### config.mk
export PLATFORM = sky130hd
export DESIGN_NAME = sdram_burst_arbiter
export DESIGN_NICKNAME = d
export VERILOG_FILES = /design/src/rtl/sdram_burst_arbiter.sv
export SDC_FILE = /design/constraint.sdc
export NUM_CORES = 1
export LEC_CHECK = 0
export BUFFER_PORTS_ARGS = -buffer_cell sky130_fd_sc_hd__buf_4
export CORE_MARGIN = 5
export CORE_UTILIZATION = 63
export CTS_CLUSTER_SIZE = 10
export DETAILED_ROUTE_END_ITERATION = 10
export PLACE_DENSITY_LB_ADDON = 0.3
export RECOVER_POWER = 100
export SLEW_MARGIN = 0
export SYNTH_ARGS = -nofsm -noshare
export SYNTH_HDL_FRONTEND = slang
export SYNTH_SLANG_ARGS = --single-unit
### constraint.sdc
create_clock -name clk -period 5.31 [get_ports clk]
set_input_delay 1.062 -clock clk [delete_from_list [all_inputs] [get_ports clk]]
set_output_delay 1.062 -clock clk [all_outputs]
set_load 0.05 [all_outputs]
### src/rtl/sdram_burst_arbiter.sv
// Arbitrates the SDRAM command port between refresh, write-FIFO drain and read-FIFO fill,
// issuing one burst at a time and owning the frame write/read address pointers.
module sdram_burst_arbiter #(
  parameter int BURST_LEN   = 256,
  parameter int ADDR_W      = 22,
  parameter int FRAME_WORDS = 307200,
  parameter int REF_PERIOD  = 780
) (
  input  logic              clk,
  input  logic              rst,
  input  logic              init_done,
  input  logic              wr_req,
  input  logic              rd_req,
  output logic              cmd_valid,
  input  logic              cmd_ready,
  output logic [1:0]        cmd_type,
  output logic [ADDR_W-1:0] cmd_addr,
  input  logic              cmd_done,
  output logic              wr_frame_end,
  output logic              rd_frame_end,
  output logic              ref_overrun,
  output logic [1:0]        state_dbg
);

  // Handshake: a command transfers on a cycle where cmd_valid & cmd_ready are both high;
  // cmd_type/cmd_addr stay stable while cmd_valid is high and not yet accepted.

  typedef enum logic [1:0] {
    IDLE      = 2'd0,
    ISSUE     = 2'd1,
    WAIT_DONE = 2'd2
  } state_t;

  localparam logic [1:0] CMD_NONE = 2'b00;
  localparam logic [1:0] CMD_REF  = 2'b01;
  localparam logic [1:0] CMD_WR   = 2'b10;
  localparam logic [1:0] CMD_RD   = 2'b11;

  localparam int                REF_W    = $clog2(REF_PERIOD);
  localparam logic [REF_W-1:0]  REF_LAST = REF_W'(REF_PERIOD - 1);
  localparam logic [ADDR_W-1:0] BURST_A  = ADDR_W'(BURST_LEN);
  localparam logic [ADDR_W-1:0] FRAME_A  = ADDR_W'(FRAME_WORDS);

  // last_grant encoding: 1 = read, 0 = write
  state_t              state_q, state_d;
  logic [ADDR_W-1:0]   wr_ptr_q, wr_ptr_d;
  logic [ADDR_W-1:0]   rd_ptr_q, rd_ptr_d;
  logic [REF_W-1:0]    ref_cnt_q, ref_cnt_d;
  logic                ref_pend_q, ref_pend_d;
  logic                ref_overrun_q, ref_overrun_d;
  logic                rd_armed_q, rd_armed_d;
  logic                last_grant_q, last_grant_d;
  logic [1:0]          cmd_type_q, cmd_type_d;
  logic [ADDR_W-1:0]   cmd_addr_q, cmd_addr_d;
  logic                wr_frame_end_q, wr_frame_end_d;
  logic                rd_frame_end_q, rd_frame_end_d;

  logic                ref_wrap;
  logic                ref_accept;
  logic                wr_elig;
  logic                rd_elig;
  logic [ADDR_W-1:0]   wr_next;
  logic [ADDR_W-1:0]   rd_next;

  always_ff @(posedge clk) begin
    if (rst) begin
      state_q        <= IDLE;
      wr_ptr_q       <= '0;
      rd_ptr_q       <= '0;
      ref_cnt_q      <= '0;
      ref_pend_q     <= 1'b0;
      ref_overrun_q  <= 1'b0;
      rd_armed_q     <= 1'b0;
      last_grant_q   <= 1'b1;
      cmd_type_q     <= CMD_NONE;
      cmd_addr_q     <= '0;
      wr_frame_end_q <= 1'b0;
      rd_frame_end_q <= 1'b0;
    end else begin
      state_q        <= state_d;
      wr_ptr_q       <= wr_ptr_d;
      rd_ptr_q       <= rd_ptr_d;
      ref_cnt_q      <= ref_cnt_d;
      ref_pend_q     <= ref_pend_d;
      ref_overrun_q  <= ref_overrun_d;
      rd_armed_q     <= rd_armed_d;
      last_grant_q   <= last_grant_d;
      cmd_type_q     <= cmd_type_d;
      cmd_addr_q     <= cmd_addr_d;
      wr_frame_end_q <= wr_frame_end_d;
      rd_frame_end_q <= rd_frame_end_d;
    end
  end

  always_comb begin
    state_d        = state_q;
    wr_ptr_d       = wr_ptr_q;
    rd_ptr_d       = rd_ptr_q;
    ref_cnt_d      = ref_cnt_q;
    ref_pend_d     = ref_pend_q;
    ref_overrun_d  = ref_overrun_q;
    rd_armed_d     = rd_armed_q;
    last_grant_d   = last_grant_q;
    cmd_type_d     = cmd_type_q;
    cmd_addr_d     = cmd_addr_q;
    wr_frame_end_d = 1'b0;
    rd_frame_end_d = 1'b0;

    ref_wrap   = init_done && (ref_cnt_q == REF_LAST);
    ref_accept = (state_q == ISSUE) && cmd_ready && (cmd_type_q == CMD_REF);
    wr_elig    = wr_req;
    rd_elig    = rd_req && rd_armed_q;
    wr_next    = wr_ptr_q + BURST_A;
    rd_next    = rd_ptr_q + BURST_A;

    if (init_done) begin
      ref_cnt_d = ref_wrap ? '0 : ref_cnt_q + 1'b1;
    end
    // A new period starting while the previous request is still unserved is an overrun;
    // a wrap coinciding with acceptance simply re-arms the request.
    if (ref_wrap) begin
      ref_pend_d = 1'b1;
      if (ref_pend_q && !ref_accept) begin
        ref_overrun_d = 1'b1;
      end
    end else if (ref_accept) begin
      ref_pend_d = 1'b0;
    end

    case (state_q)
      IDLE: begin
        if (init_done) begin
          if (ref_pend_q) begin
            cmd_type_d = CMD_REF;
            cmd_addr_d = '0;
            state_d    = ISSUE;
          end else if (wr_elig && (!rd_elig || last_grant_q)) begin
            cmd_type_d   = CMD_WR;
            cmd_addr_d   = wr_ptr_q;
            last_grant_d = 1'b0;
            state_d      = ISSUE;
          end else if (rd_elig) begin
            cmd_type_d   = CMD_RD;
            cmd_addr_d   = rd_ptr_q;
            last_grant_d = 1'b1;
            state_d      = ISSUE;
          end
        end
      end
      ISSUE: begin
        if (cmd_ready) begin
          state_d = WAIT_DONE;
        end
      end
      WAIT_DONE: begin
        if (cmd_done) begin
          state_d    = IDLE;
          cmd_type_d = CMD_NONE;
          cmd_addr_d = '0;
          if (cmd_type_q == CMD_WR) begin
            rd_armed_d = 1'b1;
            if (wr_next == FRAME_A) begin
              wr_ptr_d       = '0;
              wr_frame_end_d = 1'b1;
            end else begin
              wr_ptr_d = wr_next;
            end
          end else if (cmd_type_q == CMD_RD) begin
            if (rd_next == FRAME_A) begin
              rd_ptr_d       = '0;
              rd_frame_end_d = 1'b1;
            end else begin
              rd_ptr_d = rd_next;
            end
          end
        end
      end
      default: state_d = IDLE;
    endcase
  end

  assign cmd_valid    = (state_q == ISSUE);
  assign cmd_type     = cmd_type_q;
  assign cmd_addr     = cmd_addr_q;
  assign wr_frame_end = wr_frame_end_q;
  assign rd_frame_end = rd_frame_end_q;
  assign ref_overrun  = ref_overrun_q;
  assign state_dbg    = state_q;

endmodule

* After elaboration in Yosys (flattened, before gate mapping)
Index checks and enable logic that the tools add are counted.
** Operators by class
- $add $sub $neg :: 3
- Equality and inequality tests :: 12
- Muxes and demuxes :: 27
- Bitwise operators :: 5
- Reduce and logical (&&, ||, !) cells :: 21
** Operator list (number)
- two-way mux 22 bit :: 7
- adder 22 x 9 -> 22 bit, second input constant :: 2
- == test 22 x 19 -> 1 bit, second input constant :: 2
- one-hot mux 22 bit (2 select lines) :: 1
- two-way mux 2 bit :: 10
- AND reduction 4 bit :: 4
- adder 10 x 1 -> 10 bit, second input constant :: 1
- == test 10 bit, second input constant :: 1
- two-way mux 10 bit :: 1
- == test 2 bit, second input constant :: 3
- logical AND 1 bit :: 6
- two-way mux 1 bit :: 6
- one-hot mux 2 bit (3 select lines) :: 1
- nonzero test 2 bit :: 3
- inverter 1 bit :: 5
- OR reduction 5 bit :: 1
- == test 2 x 1 -> 1 bit, second input constant :: 2
- inequality test 2 bit, second input constant :: 2
- inequality test 4 bit, second input constant :: 1
- one-hot mux 2 bit (2 select lines) :: 1
- OR reduction 4 bit :: 1
- AND reduction 3 bit :: 1
- zero test 1 bit :: 2
- zero test 2 bit :: 1
- other kinds (3) :: 3
** Storage, ports and cells
- Register bits :: 86
- Input port bits :: 7
- Output and inout port bits :: 30
- Word-level logic and storage cells :: 80

* Depth between registers and ports, before layout
- Depth in word-level cells :: 8
- Gate-level depth with buffers :: 8
- Depth with buffers taken out :: 7

* Worst setup path after synthesis
Ideal clock, no wire load.
- Path type :: register -> output
- Start point :: register state_q[0] (netlist: state_dbg[0])
- End point :: output cmd_valid
- Arrival time :: 1.485 ns
- Required time :: 4.248 ns
- Path slack :: 2.763 ns
- Stages on the path, launching flop included :: 2
- Path buffers :: 0
- Path through :: dfxtp_1 nor2b_1
** On the way
- Word-level cells in the longest chain between the ends :: 1
** RTL lines
- start, declared :: RTL line 45 : state_t state_q, state_d;
- start signal, assigned :: RTL line 80 : state_q <= state_d;
- == test 2 x 1 -> 1 bit :: RTL line 182 : assign cmd_valid = (state_q == ISSUE);
- end, declared :: RTL line 14 : output logic cmd_valid,
No other way between the ends.

==> flow_metrics.env <==
export IMPL_fin_crit_sh_pct=66.7
export IMPL_die_h_microns=82.2
export IMPL_syn_avg_cell_area_sq_um=8.37
export IMPL_hold_buffers=0
export IMPL_fin_area_sq_um=3530
export IMPL_postCtsSetupRepairBufs=0
export IMPL_failed_checks="capacitance limit, slew limit"
export IMPL_synthCells=392
export IMPL_cts_sinks=63
export IMPL_rsz0062_at_grt="false"
export IMPL_routedWlPerCell_microns=15.1
export IMPL_route_detailed_drc=0
export IMPL_finalClockSkew_ns=0.00896
export IMPL_cp_buffers_inverters=2
export IMPL_cts_resized=0
export IMPL_power_density_nw_per_um2=259
export IMPL_crit_slowest_cell="clkbuf_1"
export IMPL_ant_nets=0
export IMPL_drt_iter0_drc=165
export IMPL_clockBufferDepth=2
export IMPL_synthTopCellsByArea="dfxtp_1 38%, nor2_1 8.2%, mux2_2 5.5%"
export IMPL_routed_wl_mm=7.31
export IMPL_cts_clk_slew_worst_paths_ns=0.07
export IMPL_tightest_slew_ns=2.08
export IMPL_vias=2830
export IMPL_synth_edf_count=0
export IMPL_yosys_cell_count_top_type="nor2_1"
export IMPL_die_area_sq_um=6750
export IMPL_dr_pass1_iters=5
export IMPL_critPathMaxFanout=50
export IMPL_grt_first_pass_wirelength_mm=12.4
export IMPL_r2r_cells=6
export IMPL_avgViaCountPerCell=5.85
export IMPL_cts_buffers=9
export IMPL_async_flop_share_pct=0
export IMPL_final_nets=421
export IMPL_antenna_found_initial=0
export IMPL_status="finished, violations left"
export IMPL_finish_utilization_pct=69.6
export IMPL_track_usage_pct=24.2
export IMPL_synth_nets=404
export IMPL_layout_cells_non_filler=484
export IMPL_grt_pass1_vias=2754
export IMPL_yosys_warnings=0
export IMPL_critPathKind="in2reg"
export IMPL_die_w_microns=82.2
export IMPL_cp_start_kind="primary input"
export IMPL_dp_hpwl_mm=4.95
export IMPL_setup_viol=0
export IMPL_cts_tree="yes"
export IMPL_fmaxAchievable_mhz=282
export IMPL_required_ns=5.46
export IMPL_critPathMaxStageDelay_ns=1.45
export IMPL_ff2ff_setup_slack_ns=3.12
export IMPL_hold_depth=2
export IMPL_netlist_area_leader_share_pct=38.4
export IMPL_hp_class="reg2reg"
export IMPL_hold_viol=0
export IMPL_drive_gt1_share_pct=9.66
export IMPL_place_congestion=0.847
export IMPL_ys_flop_type="dfxtp_1"
export IMPL_period_minus_slack_ns=3.54
export IMPL_ir_worst_vdd_mv=0.175
export IMPL_post_synth_num_cell_types=45
export IMPL_p_leak_uw=0.00126
export IMPL_synth_seq_cells=63
export IMPL_maxSlewHeadroom_pct=-38.6
export IMPL_htreeDepth=3
export IMPL_drv_cap=1
export IMPL_clk_latency_ns=0.35
export IMPL_worstPathCellList="clkbuf_1 > inv_1 > and4_1 > a31oi_1 > o41ai_1"
export IMPL_row_count=26
export IMPL_cpLargestDelayFamily="buffers and inverters"
export IMPL_yosysTopAreaCell="dfxtp_1"
export IMPL_ys_top_cells_by_count="72 x nor2_1, 63 x dfxtp_1, 32 x nand2_1"
export IMPL_seq_area_frac_synth_pct=38.4
export IMPL_path_depth=5
export IMPL_report_final_slew_viol_count=51
export IMPL_placed_area_sq_um=3480
export IMPL_fin_setup_tns_ns=0
export IMPL_diodes=0
export IMPL_worst_ep_arrival_time_ns=3.69
export IMPL_grt_overflow_total=0
export IMPL_synthesis_area_sq_um=3280
export IMPL_grt_max_degree=51
export IMPL_whs_ns=0.493
export IMPL_crit_path_end_kind="register"
export IMPL_start_util_pct=64.7
export IMPL_placed_cells=468
export IMPL_syn_to_final_growth_pct=7.55
export IMPL_ioPinCount=37
export IMPL_core_region_area_sq_um=5070
export IMPL_clock_root_buffer="clkbuf_8"
export IMPL_port_buffers=36
worst paths after layout:
check                       startpoint                        end
max                                rst  rd_ptr_q[15]$_SDFFE_PP0P_
min          last_grant_q$_SDFFE_PP1P_  last_grant_q$_SDFFE_PP1P_
max reg2reg  wr_ptr_q[10]$_SDFFE_PP0P_  wr_ptr_q[15]$_SDFFE_PP0P_
min reg2reg  last_grant_q$_SDFFE_PP1P_  last_grant_q$_SDFFE_PP1P_
flip-flops by register name (all words and copies together), names as in the netlist:
register,flops
ref_pend_q,1
cmd_type,2
cmd_addr,15
wr_frame_end,1
ref_cnt_q,10
wr_ptr_q,14
state_dbg,2
rd_armed_q,1
last_grant_q,1
rd_frame_end,1
ref_overrun,1
rd_ptr_q,14
layout make-up:
type                            count  area (sq um)
Tap cell                           70          87.6
Inverter                            6          22.5
Clock buffer                       11           141
Sequential cell                    63          1260
Timing Repair Buffer               37           161
Multi-Input combinational cell    292          1820
Clock inverter                      5          33.8
Fill cell                         458          1550
cell families (layout without fill, tap and decap cells):
kind of cell	after synthesis	count (layout)	synth area share, %
buffers and inverters	37	59	5.79
and+or+nand+nor	179	179	26.5
muxes	18	18	6.10
adders and majority gates	5	5	1.91
AOI/OAI and AO/OA	54	54	11.7
xor gates and xnor gates	36	36	9.61
DFF	63	63	38.4
tightest hold or removal path: stages, from the launching register on:
cell	delay, ns
dfxtp_1	0.33
mux2i_1	0.07
nand2_1	0.06
stage by stage:
stage          setup WS, ns  total power (uW)
3_5_place_dp           2.66               562
3_3_place_gp           2.70               561
6_report               1.77               916
5_1_grt                1.47               952
4_1_cts                3.01               924
2_1_floorplan          2.76               546
cell usage in the layout, fill, tap and decap left out, types with 3 or more instances in the layout:
| cell type | count |
|---|---|
| nor2_1 | 72 |
| dfxtp_1 | 63 |
| nand2_1 | 32 |
| clkbuf_1 | 32 |
| xor2_1 | 20 |
| nand3_1 | 19 |
| mux2_2 | 16 |
| xnor2_1 | 16 |
| a22oi_1 | 15 |
| a21oi_1 | 13 |
| nand4_1 | 12 |
| o21ai_0 | 10 |
| clkbuf_8 | 10 |
| and3_1 | 7 |
| nor3_1 | 6 |
| inv_1 | 6 |
| or3_1 | 6 |
| buf_4 | 6 |
| ha_1 | 5 |
| o41ai_1 | 4 |
| and2_1 | 4 |
| and4_1 | 4 |
| nand2b_1 | 3 |
power by group:
group / switching, uW / internal (uW) / leakage (uW)
clock network: 186 / 181 / 0.0000853
registers: 11.2 / 480 / 0.000509
logic: 38.8 / 19.9 / 0.000664
total: 236 / 680 / 0.00126
routing by layer:
| metal | part of all wire [%] | vias up | GRT usage [%] |
|---|---|---|---|
| met2 | 50 | 74 | 39.9 |
| met3 | 5.7 | 19 | 5.53 |
| met4 | 2.2 | 0 | 12.0 |
| met5 | 0 | - | 0 |
| li1 | - | 1387 | - |
| met1 | 42 | 1350 | 29.5 |
(Power assumes the default switching activity.)
